### src/rtl/axil_dotp_engine_if.sv
// AXI-Lite slave bundle for the dot-product engine; the slave modport is the engine side.
interface axil_dotp_engine_if #(
  parameter int ADDR_W = 12
);
  logic [ADDR_W-1:0] s_awaddr;
  logic              s_awvalid;
  logic              s_awready;
  logic [31:0]       s_wdata;
  logic [3:0]        s_wstrb;
  logic              s_wvalid;
  logic              s_wready;
  logic [1:0]        s_bresp;
  logic              s_bvalid;
  logic              s_bready;
  logic [ADDR_W-1:0] s_araddr;
  logic              s_arvalid;
  logic              s_arready;
  logic [31:0]       s_rdata;
  logic [1:0]        s_rresp;
  logic              s_rvalid;
  logic              s_rready;

  modport slave (
    input  s_awaddr, s_awvalid, s_wdata, s_wstrb, s_wvalid, s_bready,
    input  s_araddr, s_arvalid, s_rready,
    output s_awready, s_wready, s_bresp, s_bvalid, s_arready, s_rdata, s_rresp, s_rvalid
  );

  modport master (
    output s_awaddr, s_awvalid, s_wdata, s_wstrb, s_wvalid, s_bready,
    output s_araddr, s_arvalid, s_rready,
    input  s_awready, s_wready, s_bresp, s_bvalid, s_arready, s_rdata, s_rresp, s_rvalid
  );
endinterface

### src/rtl/axil_dotp_engine.sv
// AXI-Lite register file with two vector buffers and a self-timed pipelined
// multiply-accumulate engine computing sum(A[i]*B[i]) over a programmable length.
module axil_dotp_engine #(
  parameter int DATA_W = 16,
  parameter int DEPTH  = 16,
  parameter int SIGNED = 1,
  parameter int ADDR_W = 12
) (
  input  logic              clk,
  input  logic              rst,
  axil_dotp_engine_if.slave s,
  output logic              irq
);
  localparam int ACC_W = 2*DATA_W + $clog2(DEPTH);
  localparam int IDX_W = $clog2(DEPTH);

  typedef enum logic [1:0] {IDLE, RUN, DRAIN} state_e;
  typedef enum logic [2:0] {SEL_CTRL, SEL_STATUS, SEL_LEN, SEL_RLO, SEL_RHI,
                            SEL_A, SEL_B, SEL_NONE} sel_e;

  logic [DATA_W-1:0] buf_a [DEPTH];
  logic [DATA_W-1:0] buf_b [DEPTH];

  logic [ADDR_W-1:0] awaddr_q;
  logic [31:0]       wdata_q, rdata_q, rd_word;
  logic              awready_q, wready_q, bvalid_q, rvalid_q;
  logic [1:0]        bresp_q, rresp_q, rd_resp;
  logic              irq_en, done, err, start_req;
  logic [6:0]        len, run_len;
  logic signed [ACC_W-1:0] result, acc, prod_p1;
  logic [63:0]       res64;
  state_e            state, state_nxt;
  logic [IDX_W-1:0]  idx, widx, ridx;
  logic [DATA_W-1:0] a_p0, b_p0;
  logic              vld_p0, vld_p1, last_p0, last_p1;
  logic              busy, len_ok, run_go, err_go, issue, last_issue, finish;
  logic              commit, w_slverr;
  sel_e              wsel, rsel;
  logic              unused;

  function automatic sel_e decode(input logic [ADDR_W-3:0] wa);
    logic [ADDR_W-9:0] page;
    logic [5:0]        word;
    sel_e              sel;
    page = wa[ADDR_W-3:6];
    word = wa[5:0];
    sel  = SEL_NONE;
    if (page == '0) begin
      case (word)
        6'd0:    sel = SEL_CTRL;
        6'd1:    sel = SEL_STATUS;
        6'd2:    sel = SEL_LEN;
        6'd3:    sel = SEL_RLO;
        6'd4:    sel = SEL_RHI;
        default: sel = SEL_NONE;
      endcase
    end else if (int'(word) < DEPTH) begin
      if (page == (ADDR_W-8)'(1))      sel = SEL_A;
      else if (page == (ADDR_W-8)'(2)) sel = SEL_B;
    end
    return sel;
  endfunction

  function automatic logic [31:0] ext_elem(input logic [DATA_W-1:0] v);
    if (SIGNED != 0) return 32'($signed(v));
    return 32'(v);
  endfunction

  function automatic logic [63:0] ext_res(input logic signed [ACC_W-1:0] r);
    if (SIGNED != 0) return 64'(r);
    return 64'($unsigned(r));
  endfunction

  // One extra operand bit lets a single signed multiplier serve both modes.
  function automatic logic signed [ACC_W-1:0] mul_ext(input logic [DATA_W-1:0] a,
                                                     input logic [DATA_W-1:0] b);
    logic signed [DATA_W:0]     ax, bx;
    logic signed [2*DATA_W+1:0] p;
    ax = (SIGNED != 0) ? {a[DATA_W-1], a} : {1'b0, a};
    bx = (SIGNED != 0) ? {b[DATA_W-1], b} : {1'b0, b};
    p  = ax * bx;
    return ACC_W'(p);
  endfunction

  assign busy     = (state != IDLE);
  assign len_ok   = (len != 7'd0) && (int'(len) <= DEPTH);
  assign commit   = ~awready_q & ~wready_q & ~bvalid_q;
  assign wsel     = decode(awaddr_q[ADDR_W-1:2]);
  assign widx     = awaddr_q[IDX_W+1:2];
  assign w_slverr = (wsel == SEL_NONE) || (((wsel == SEL_A) || (wsel == SEL_B)) && busy);
  assign rsel     = decode(s.s_araddr[ADDR_W-1:2]);
  assign ridx     = s.s_araddr[IDX_W+1:2];
  assign res64    = ext_res(result);
  assign unused   = ^{s.s_wstrb, awaddr_q, wdata_q, s.s_araddr};

  assign s.s_awready = awready_q;
  assign s.s_wready  = wready_q;
  assign s.s_bvalid  = bvalid_q;
  assign s.s_bresp   = bresp_q;
  assign s.s_arready = ~rvalid_q;
  assign s.s_rvalid  = rvalid_q;
  assign s.s_rdata   = rdata_q;
  assign s.s_rresp   = rresp_q;
  assign irq         = done & irq_en;

  always_ff @(posedge clk) begin
    if (rst) state <= IDLE;
    else     state <= state_nxt;
  end

  always_comb begin
    state_nxt  = state;
    run_go     = 1'b0;
    err_go     = 1'b0;
    issue      = 1'b0;
    last_issue = 1'b0;
    finish     = vld_p1 & last_p1;
    case (state)
      IDLE: if (start_req) begin
        if (len_ok) begin
          run_go    = 1'b1;
          state_nxt = RUN;
        end else begin
          err_go = 1'b1;
        end
      end
      RUN: begin
        issue      = 1'b1;
        last_issue = (7'(idx) == run_len - 7'd1);
        if (last_issue) state_nxt = DRAIN;
      end
      DRAIN: if (finish) state_nxt = IDLE;
      default: state_nxt = IDLE;
    endcase
  end

  always_ff @(posedge clk) begin
    if (rst) begin
      vld_p0  <= 1'b0;
      vld_p1  <= 1'b0;
      last_p0 <= 1'b0;
      last_p1 <= 1'b0;
      idx     <= '0;
      run_len <= '0;
    end else begin
      vld_p0  <= issue;
      last_p0 <= last_issue;
      vld_p1  <= vld_p0;
      last_p1 <= last_p0;
      if (run_go) begin
        idx     <= '0;
        run_len <= len;
      end else if (issue) begin
        idx <= idx + 1'b1;
      end
    end
  end

  always_ff @(posedge clk) begin
    if (s.s_awvalid && awready_q) awaddr_q <= s.s_awaddr;
    if (s.s_wvalid && wready_q)   wdata_q  <= s.s_wdata;
    if (commit && !busy && wsel == SEL_A) buf_a[widx] <= wdata_q[DATA_W-1:0];
    if (commit && !busy && wsel == SEL_B) buf_b[widx] <= wdata_q[DATA_W-1:0];
    // p0: buffer read
    if (issue) begin
      a_p0 <= buf_a[idx];
      b_p0 <= buf_b[idx];
    end
    // p1: registered product
    if (vld_p0) prod_p1 <= mul_ext(a_p0, b_p0);
    // accumulate
    if (run_go)      acc <= '0;
    else if (vld_p1) acc <= acc + prod_p1;
  end

  always_ff @(posedge clk) begin
    if (rst) begin
      awready_q <= 1'b1;
      wready_q  <= 1'b1;
      bvalid_q  <= 1'b0;
      bresp_q   <= 2'b00;
      rvalid_q  <= 1'b0;
      rresp_q   <= 2'b00;
      rdata_q   <= '0;
      irq_en    <= 1'b0;
      done      <= 1'b0;
      err       <= 1'b0;
      len       <= '0;
      start_req <= 1'b0;
      result    <= '0;
    end else begin
      start_req <= 1'b0;
      if (s.s_awvalid && awready_q) awready_q <= 1'b0;
      if (s.s_wvalid && wready_q)   wready_q  <= 1'b0;
      if (commit) begin
        bvalid_q <= 1'b1;
        bresp_q  <= w_slverr ? 2'b10 : 2'b00;
        case (wsel)
          SEL_CTRL: begin
            irq_en <= wdata_q[2];
            if (wdata_q[1] && !busy) begin
              done   <= 1'b0;
              err    <= 1'b0;
              result <= '0;
            end
            if (wdata_q[0] && !busy) start_req <= 1'b1;
          end
          SEL_STATUS: begin
            if (wdata_q[1]) done <= 1'b0;
            if (wdata_q[2]) err  <= 1'b0;
          end
          SEL_LEN: len <= wdata_q[6:0];
          default: ;
        endcase
      end
      if (bvalid_q && s.s_bready) begin
        bvalid_q  <= 1'b0;
        awready_q <= 1'b1;
        wready_q  <= 1'b1;
      end
      // Engine events come last so a completion beats a same-cycle W1C.
      if (err_go) begin
        err  <= 1'b1;
        done <= 1'b1;
      end
      if (finish) begin
        done   <= 1'b1;
        result <= acc + prod_p1;
      end
      if (s.s_arvalid && !rvalid_q) begin
        rvalid_q <= 1'b1;
        rdata_q  <= rd_word;
        rresp_q  <= rd_resp;
      end else if (rvalid_q && s.s_rready) begin
        rvalid_q <= 1'b0;
      end
    end
  end

  always_comb begin
    rd_word = '0;
    rd_resp = 2'b00;
    case (rsel)
      SEL_CTRL:   rd_word = {29'd0, irq_en, 2'b00};
      SEL_STATUS: rd_word = {29'd0, err, done, busy};
      SEL_LEN:    rd_word = {25'd0, len};
      SEL_RLO:    rd_word = res64[31:0];
      SEL_RHI:    rd_word = res64[63:32];
      SEL_A:      if (busy) rd_resp = 2'b10; else rd_word = ext_elem(buf_a[ridx]);
      SEL_B:      if (busy) rd_resp = 2'b10; else rd_word = ext_elem(buf_b[ridx]);
      default:    rd_resp = 2'b10;
    endcase
  end
endmodule

### src/flat_wrapper.sv
// flat-port wrapper written by rule: the top's interface ports become plain ports
module axil_dotp_engine_flat 
#(
  parameter int DATA_W = 16,
  parameter int DEPTH  = 16,
  parameter int SIGNED = 1,
  parameter int ADDR_W = 12
)
  (clk, rst, irq, s_s_awaddr, s_s_awvalid, s_s_wdata, s_s_wstrb, s_s_wvalid, s_s_bready, s_s_araddr, s_s_arvalid, s_s_rready, s_s_awready, s_s_wready, s_s_bresp, s_s_bvalid, s_s_arready, s_s_rdata, s_s_rresp, s_s_rvalid);
  axil_dotp_engine_if #(.ADDR_W(ADDR_W)) s_i ();
  input  logic clk;
  input  logic rst;
  output logic irq;
  input wire logic [$bits(s_i.s_awaddr)-1:0] s_s_awaddr;
  input wire logic [$bits(s_i.s_awvalid)-1:0] s_s_awvalid;
  input wire logic [$bits(s_i.s_wdata)-1:0] s_s_wdata;
  input wire logic [$bits(s_i.s_wstrb)-1:0] s_s_wstrb;
  input wire logic [$bits(s_i.s_wvalid)-1:0] s_s_wvalid;
  input wire logic [$bits(s_i.s_bready)-1:0] s_s_bready;
  input wire logic [$bits(s_i.s_araddr)-1:0] s_s_araddr;
  input wire logic [$bits(s_i.s_arvalid)-1:0] s_s_arvalid;
  input wire logic [$bits(s_i.s_rready)-1:0] s_s_rready;
  output wire logic [$bits(s_i.s_awready)-1:0] s_s_awready;
  output wire logic [$bits(s_i.s_wready)-1:0] s_s_wready;
  output wire logic [$bits(s_i.s_bresp)-1:0] s_s_bresp;
  output wire logic [$bits(s_i.s_bvalid)-1:0] s_s_bvalid;
  output wire logic [$bits(s_i.s_arready)-1:0] s_s_arready;
  output wire logic [$bits(s_i.s_rdata)-1:0] s_s_rdata;
  output wire logic [$bits(s_i.s_rresp)-1:0] s_s_rresp;
  output wire logic [$bits(s_i.s_rvalid)-1:0] s_s_rvalid;
  assign s_i.s_awaddr = s_s_awaddr;
  assign s_i.s_awvalid = s_s_awvalid;
  assign s_i.s_wdata = s_s_wdata;
  assign s_i.s_wstrb = s_s_wstrb;
  assign s_i.s_wvalid = s_s_wvalid;
  assign s_i.s_bready = s_s_bready;
  assign s_i.s_araddr = s_s_araddr;
  assign s_i.s_arvalid = s_s_arvalid;
  assign s_i.s_rready = s_s_rready;
  assign s_s_awready = s_i.s_awready;
  assign s_s_wready = s_i.s_wready;
  assign s_s_bresp = s_i.s_bresp;
  assign s_s_bvalid = s_i.s_bvalid;
  assign s_s_arready = s_i.s_arready;
  assign s_s_rdata = s_i.s_rdata;
  assign s_s_rresp = s_i.s_rresp;
  assign s_s_rvalid = s_i.s_rvalid;
  axil_dotp_engine #(.DATA_W(DATA_W), .DEPTH(DEPTH), .SIGNED(SIGNED), .ADDR_W(ADDR_W)) u_core (.clk(clk), .rst(rst), .s(s_i), .irq(irq));
endmodule
### config.mk
export PLATFORM = sky130hd
export DESIGN_NAME = axil_dotp_engine_flat
export DESIGN_NICKNAME = d
export VERILOG_FILES = /design/src/rtl/axil_dotp_engine_if.sv /design/src/rtl/axil_dotp_engine.sv /design/src/flat_wrapper.sv
export SDC_FILE = /design/constraint.sdc
export NUM_CORES = 2
export LEC_CHECK = 0
export ABC_AREA = 1
export BUFFER_PORTS_ARGS = -buffer_cell sky130_fd_sc_hd__clkbuf_2
export CAP_MARGIN = 10
export CORE_ASPECT_RATIO = 1.75
export CORE_MARGIN = 2
export CORE_UTILIZATION = 23
export CTS_BUF_LIST = sky130_fd_sc_hd__clkbuf_4
export DETAILED_ROUTE_END_ITERATION = 10
export HOLD_SLACK_MARGIN = 0.08
export PLACE_DENSITY = 0.33
export REMOVE_ABC_BUFFERS = 1
export SLEW_MARGIN = 20
export SYNTH_ARGS = -nofsm -noshare
export SYNTH_HDL_FRONTEND = slang
export SYNTH_SLANG_ARGS = --single-unit
### constraint.sdc
create_clock -name clk -period 16.8 [get_ports clk]
set_input_delay 5.04 -clock clk [delete_from_list [all_inputs] [get_ports clk]]
set_output_delay 5.04 -clock clk [all_outputs]
set_load 0.01 [all_outputs]
# [Word-level counts from Yosys, hierarchy flattened]
# Memories as Yosys holds them, arrays and structs flattened. A register that Yosys moved wholly into a read port is not among the register bits.
# Index checks and enable logic that the tools add are counted.
[word_totals] word_cells=177 ramBits=512 reg_bits=200 mem_count=2 output_inout_bits=42
[op_classes] n_bitwise=11 eq_ne=34 reduce_logical=45 n_addsub=3 mux=54 n_mul=1 n_lt_le_gt_ge=3
[mem_list] name="u_core.buf_a" depth=16 width=16 rd=2 rd_clocked_by_memory_dff=1 wr=1 line_no="axil_dotp_engine.sv:21" rtl="logic [DATA_W-1:0] buf_a [DEPTH];"
[mem_list] name="u_core.buf_b" depth=16 width=16 rd=2 rd_clocked_by_memory_dff=1 wr=1 line_no="axil_dotp_engine.sv:22" rtl="logic [DATA_W-1:0] buf_b [DEPTH];"
[op_table] operator="one-hot mux 32 bit (7 select lines)" count=1
[op_table] operator="two-way mux 36 bit" count=4
[op_table] operator="two-way mux 32 bit" count=4
[op_table] operator="adder 36 x 32 -> 36 bit" count=1
[op_table] operator="multiplier 16 x 16 -> 32 bit" count=1
[op_table] operator="one-hot mux 3 bit (5 select lines)" count=2
[op_table] operator="two-way mux 1 bit" count=27
[op_table] operator="equality test 6 x 2 -> 1 bit (second input constant)" count=4
[op_table] operator="equality test 3 bit (second input constant)" count=6
[op_table] operator="two-way mux 3 bit" count=6
[op_table] operator="equality test 6 x 1 -> 1 bit (second input constant)" count=2
[op_table] operator="equality test 6 x 3 -> 1 bit (second input constant)" count=2
[op_table] operator="logical AND 1 bit" count=12
[op_table] operator="logical NOT 6 bit" count=2
[op_table] operator="< comparator 6 x 5 -> 1 bit (second input constant)" count=2
[op_table] operator="two-way mux 2 bit" count=6
[op_table] operator="AND reduction 4 bit" count=3
[op_table] operator="nonzero test 2 bit" count=6
[op_table] operator="equality test 3 x 2 -> 1 bit (second input constant)" count=3
[op_table] operator="equality test 4 x 1 -> 1 bit (second input constant)" count=2
[op_table] operator="equality test 4 x 2 -> 1 bit (second input constant)" count=2
[op_table] operator="logical NOT 4 bit" count=2
[op_table] operator="inequality test 2 x 1 -> 1 bit (second input constant)" count=4
[op_table] operator="inequality test 4 x 1 -> 1 bit (second input constant)" count=2
[op_table] operator="other kinds (25)" count=45

# [Depth between registers and ports, before layout]
[depth] word_depth=10 mapped_depth=28 depth_no_buf=26

# [Worst setup path after synthesis]
# OpenSTA, ideal clock, no wires.
[synth_path] path_kind="input to register" startpoint="input s_s_araddr[5]" endpoint="register u_core.rdata_q[19], in the netlist u_core.s.s_rdata[19]" required_ns=16.672 path_stages=13 slack_ns=10.350 t_arrival_ns=6.322 path_cell_list="buf_2 nor2_4 nand2_2 inv_2 nand2_1 nand3_2 nand2_4 nand4_1 buf_2 buf_6 nand2_1 o21ai_1 a21oi_1"
[synth_between] elab_chain_cells=5 word_cells_on_any_way=23 cone_classes="1 x order compare; 10 x eq/ne; 8 x mux; 2 x reduce/logical; 2 x memory"
[synth_rtl] item="start: declaration" line_no="flat_wrapper.sv:20" rtl="input wire logic [$bits(s_i.s_araddr)-1:0] s_s_araddr;"
[synth_rtl] item="< comparator 6 x 5 -> 1 bit, or another cell as far along" line_no="axil_dotp_engine.sv:57" rtl="end else if (int'(word) < DEPTH) begin"
[synth_rtl] item="two-way mux 3 bit / one-hot mux 3 bit (5 select lines) (equally long branches)" line_no="axil_dotp_engine.sv:57, axil_dotp_engine.sv:49"
[synth_rtl] item="two-way mux 3 bit" line_no="axil_dotp_engine.sv:48" rtl="if (page == '0) begin"
[synth_rtl] item="equality test 3 bit, or another cell as far along"
[synth_rtl] item="one-hot mux 32 bit (7 select lines) *" line_no="axil_dotp_engine.sv:243" rtl="case (rsel)"
[synth_rtl] item="end signal: assignment" line_no="axil_dotp_engine.sv:232" rtl="rdata_q <= rd_word;"
[synth_rtl] item="end: declaration" line_no="axil_dotp_engine.sv:25" rtl="logic [31:0] wdata_q, rdata_q, rd_word;"
# Every way passes the cells marked *; elsewhere a longest branch is shown, timed or not.
# A chain may end at the register's enable or synchronous reset.

# [Worst setup path after layout]
[layout_path] startpoint="input s_s_araddr[2]" endpoint="register u_core.rdata_q[29], in the netlist u_core.s.s_rdata[29]"
# Same word-level chain as after synthesis.

==> results by group <==
Pwr
  • Static leakage: 21.68 nW
  • Worst-case vdd ir drop: 0.00004274 V
  • Power per cell area: 77.14 nW/um^2
  • Total power: 4.019 mW

Synthesis
  • Cells after Synth: 5,306
  • Area of the mapped netlist: 46,290 sq um
  • Synth unique cells: 47
  • Average instance area after synthesis: 8.724 sq um
  • Post-synthesis sequential element count: 740
  • Share of the yosys chip area belonging to registers: 45.02%
  • Synth warnings: 0

Routing
  • Remaining design rule violation count: 0
  • Iteration count of the initial detailed-routing pass: 5
  • Number of DRC markers after the initial detailed-route iteration: 2,172
  • Post-route ant nets: 0
  • Routed wire per std cell: 22.66 um
  • Via/cell ratio: 4.568
  • Detailed-route via count: 37,300
  • Wirelength, routed: 185,000 um

Clock network
  • Clock tree from TritonCTS: done
  • Clock Latency Late Sink: 1.22 ns
  • Library cell used as clock root buffer: sky130_fd_sc_hd__clkbuf_4
  • Num Clock Sinks: 740
  • Resized Gates After CTS: 0
  • Number of buffers added to fix hold violations after cts: 0
  • Register clock-pin slew on the reported worst setup and hold paths: 0.07 ns
  • Clock tree buffer depth: 4
  • Level count of the clock H-tree: 4
  • Setup repair bufs after CTS: 0
  • Number of buffers inserted during clock tree synthesis: 205

Floorplan
  • Die W: 343.1 um
  • Area of the core: 199,800 sq um
  • DIE AREA: 205,000 sq um
  • Floorplan row count: 217
  • Die H: 597.5 um
  • Number of top-level pins: 109
  • Starting density of the core: 23.16%

Placement
  • Placer congestion estimate: 0.8444
  • Detail Placement HPWL: 124,400 um
  • Number of buffers inserted by port buffering: 82
  • Worst slack at placement: 8.004 ns
  • Number of placed instances, taps included: 7,811

Setup path
  • Worst-path maximum fanout: 54
  • Setup CP Type: input port to register
  • Worst reg-to-reg path cell count: 16
  • Startpoint of the worst setup timing path: s_s_araddr[2]
  • Critical path capture point type: register
  • Startpoint kind of the worst setup timing path: input port
  • Slack of the worst reg-to-reg path: 10.28 ns
  • Launching point of the worst reg2reg path: u_core.b_p0[2]
  • Worst Path Required: 17.91 ns
  • Critical path data arrival time: 8.73 ns
  • RR Endpoint: u_core.prod_p1[31]

Worst hold path
  • Hold Crit Depth: 2
  • Hold Startpoint: u_core.last_p0
  • Hold crit path type: register to register
  • Worst Hold Endpoint: u_core.last_p1

Timing
  • Maximum achievable frequency: 131.2 MHz
  • Unrepaired setup endpoints after global routing: no
  • Worst hold-check slack: 0.4019 ns
  • Final setup fails: 0
  • Final clock period utilization by the worst path: 45.35%
  • Worst-case headroom to the max-slew limit: 24.21%
  • Min cycle time layout: 7.619 ns
  • Final slew viol count: 0
  • Final total negative setup slack: 0 ns
  • Worst-Margin Slew: 1.128 ns
  • Fin worst setup slack: 9.181 ns
  • Final clock skew: 0.1808 ns
  • Final-report hold violation count: 0

Final layout
  • Number of nets in the layout: 5,839
  • Final std cells w/o fill: 8,165
  • Leading cell types in the layout, fill and taps excluded: 1,194 x sky130_fd_sc_hd__nand2_1, 747 x sky130_fd_sc_hd__inv_1, 602 x sky130_fd_sc_hd__edfxtp_1
  • Area overhead of the layout relative to synthesis: 12.55%
  • Ratio of cells with drive above 1 in the final layout: 10.31%
  • Most common cell after layout, fill and taps aside: sky130_fd_sc_hd__nand2_1

Run status
  • Run status: finished clean

Global route
  • Pin count of the biggest net entering global routing: 175
  • Via count of the first global-routing pass: 38,893
  • Initial antenna violation count: 5
  • Final global-route overflow total: 0
  • First-pass GRT wire length: 266,800 um
  • Total track usage: 17.97%

Flow run
  • Count of max-cap constraint violations: 0
## layer usage
metal,global-route usage (%),share of wire [%],vias up
met3,1.967,3.7,319
met4,6.997,3.8,0
met1,19.38,37,18413
met5,0,0,-
met2,35.11,55,862
li1,-,-,17706
## worst max-delay path, cell delays in order
cell and delay, ns:
sky130_fd_sc_hd__buf_6 0.45, sky130_fd_sc_hd__inv_4 0.28, sky130_fd_sc_hd__nor2_4 0.16, sky130_fd_sc_hd__buf_4 0.50, sky130_fd_sc_hd__buf_4 0.50, sky130_fd_sc_hd__nand2_1 0.10
sky130_fd_sc_hd__nand3_1 0.12, sky130_fd_sc_hd__nand2_1 0.06, sky130_fd_sc_hd__nand3_1 0.26, sky130_fd_sc_hd__nand2_1 0.11, sky130_fd_sc_hd__nand2_1 0.68, sky130_fd_sc_hd__o21ai_1 0.17
sky130_fd_sc_hd__a21oi_1 0.17
## state kept, by name, indices dropped and copies added (netlist names), 10 cells and up
name              flops
u_core.a_p0          16
u_core.acc           36
u_core.awaddr_q      10
u_core.b_p0          16
u_core.buf_a        256
u_core.buf_b        256
u_core.prod_p1       32
u_core.result        36
u_core.s.s_rdata     32
u_core.wdata_q       16
## stage by stage
step           utilization, %  cell area [sq um]
2_1_floorplan               -              44970
3_3_place_gp            24.84              49640
3_5_place_dp            24.84              49640
4_1_cts                 26.06              52080
5_1_grt                 26.06              52080
6_report                26.07              52100
## cell usage after synthesis, drive strengths merged
master          n  area, sq um
nand2        1201         4533
o2111ai         1        8.760
edfxtp        602        18080
nor2          441         1700
o22ai          25        156.4
and3            2        12.51
o21a            4        30.03
or2            13        81.33
fa            263         5265
o211ai        126        945.9
a211oi          1        7.510
clkbuf        175        656.9
xnor2          21        183.9
nand3         312         1577
ha            119         1489
nand3b          5        37.54
inv           757         2841
a21oi         319         1608
dfxtp         138         2763
buf           126        646.9
a31oi           4        25.02
o21ai         481         2407
o221ai         27        236.5
conb            1        3.750
nor3           13        70.07
clkinv          2        7.510
xor2           40        350.3
dlygate4sd1     2        17.52
nor4            3        18.77
and2            2        12.52
a21boi          3        22.52
o21bai          9        67.56
nand4          65        406.6
a21o            3        22.52
## worst max-delay path by stage
stage                            to  slack, ns  cells past startpoint
6_report       u_core.s.s_rdata[29]       9.18                     13
5_1_grt        u_core.s.s_rdata[15]       9.08                     13
4_1_cts        u_core.s.s_rdata[17]       9.36                     13
3_5_place_dp   u_core.s.s_rdata[17]       8.00                     13
3_3_place_gp   u_core.s.s_rdata[15]       8.01                     13
2_1_floorplan   u_core.s.s_rdata[4]       6.21                     10
## cell type report
| class | count | area [sq um] |
|---|---|---|
| Multi-Input combinational cell | 3505 | 21450 |
| Clock inverter | 54 | 242.7 |
| Clock buffer | 292 | 2192 |
| Fill cell | 21826 | 147700 |
| Tap cell | 2628 | 3288 |
| Antenna cell | 8 | 20.02 |
| Sequential cell | 740 | 20850 |
| Inverter | 759 | 2864 |
| Timing Repair Buffer | 179 | 1187 |
## cell families (layout without fill, tap and decap cells)
group,after synthesis,in the layout,synth area share [%]
buf+inv,1062,1284,9.009
simple gates,2057,2057,18.25
other cells,1,10,0.008101
compound gates,1003,1003,11.96
flops,740,740,45.02
fa+ha+maj,382,382,14.59
xor+xnor,61,61,1.154
## where the power goes
part	internal [mW]	switching, mW
Clock	0.806	0.828
Sequential	2.00	0.0113
Combinational	0.0958	0.279
Total	2.90	1.12
Note: power is estimated with default switching activity, not from simulation.
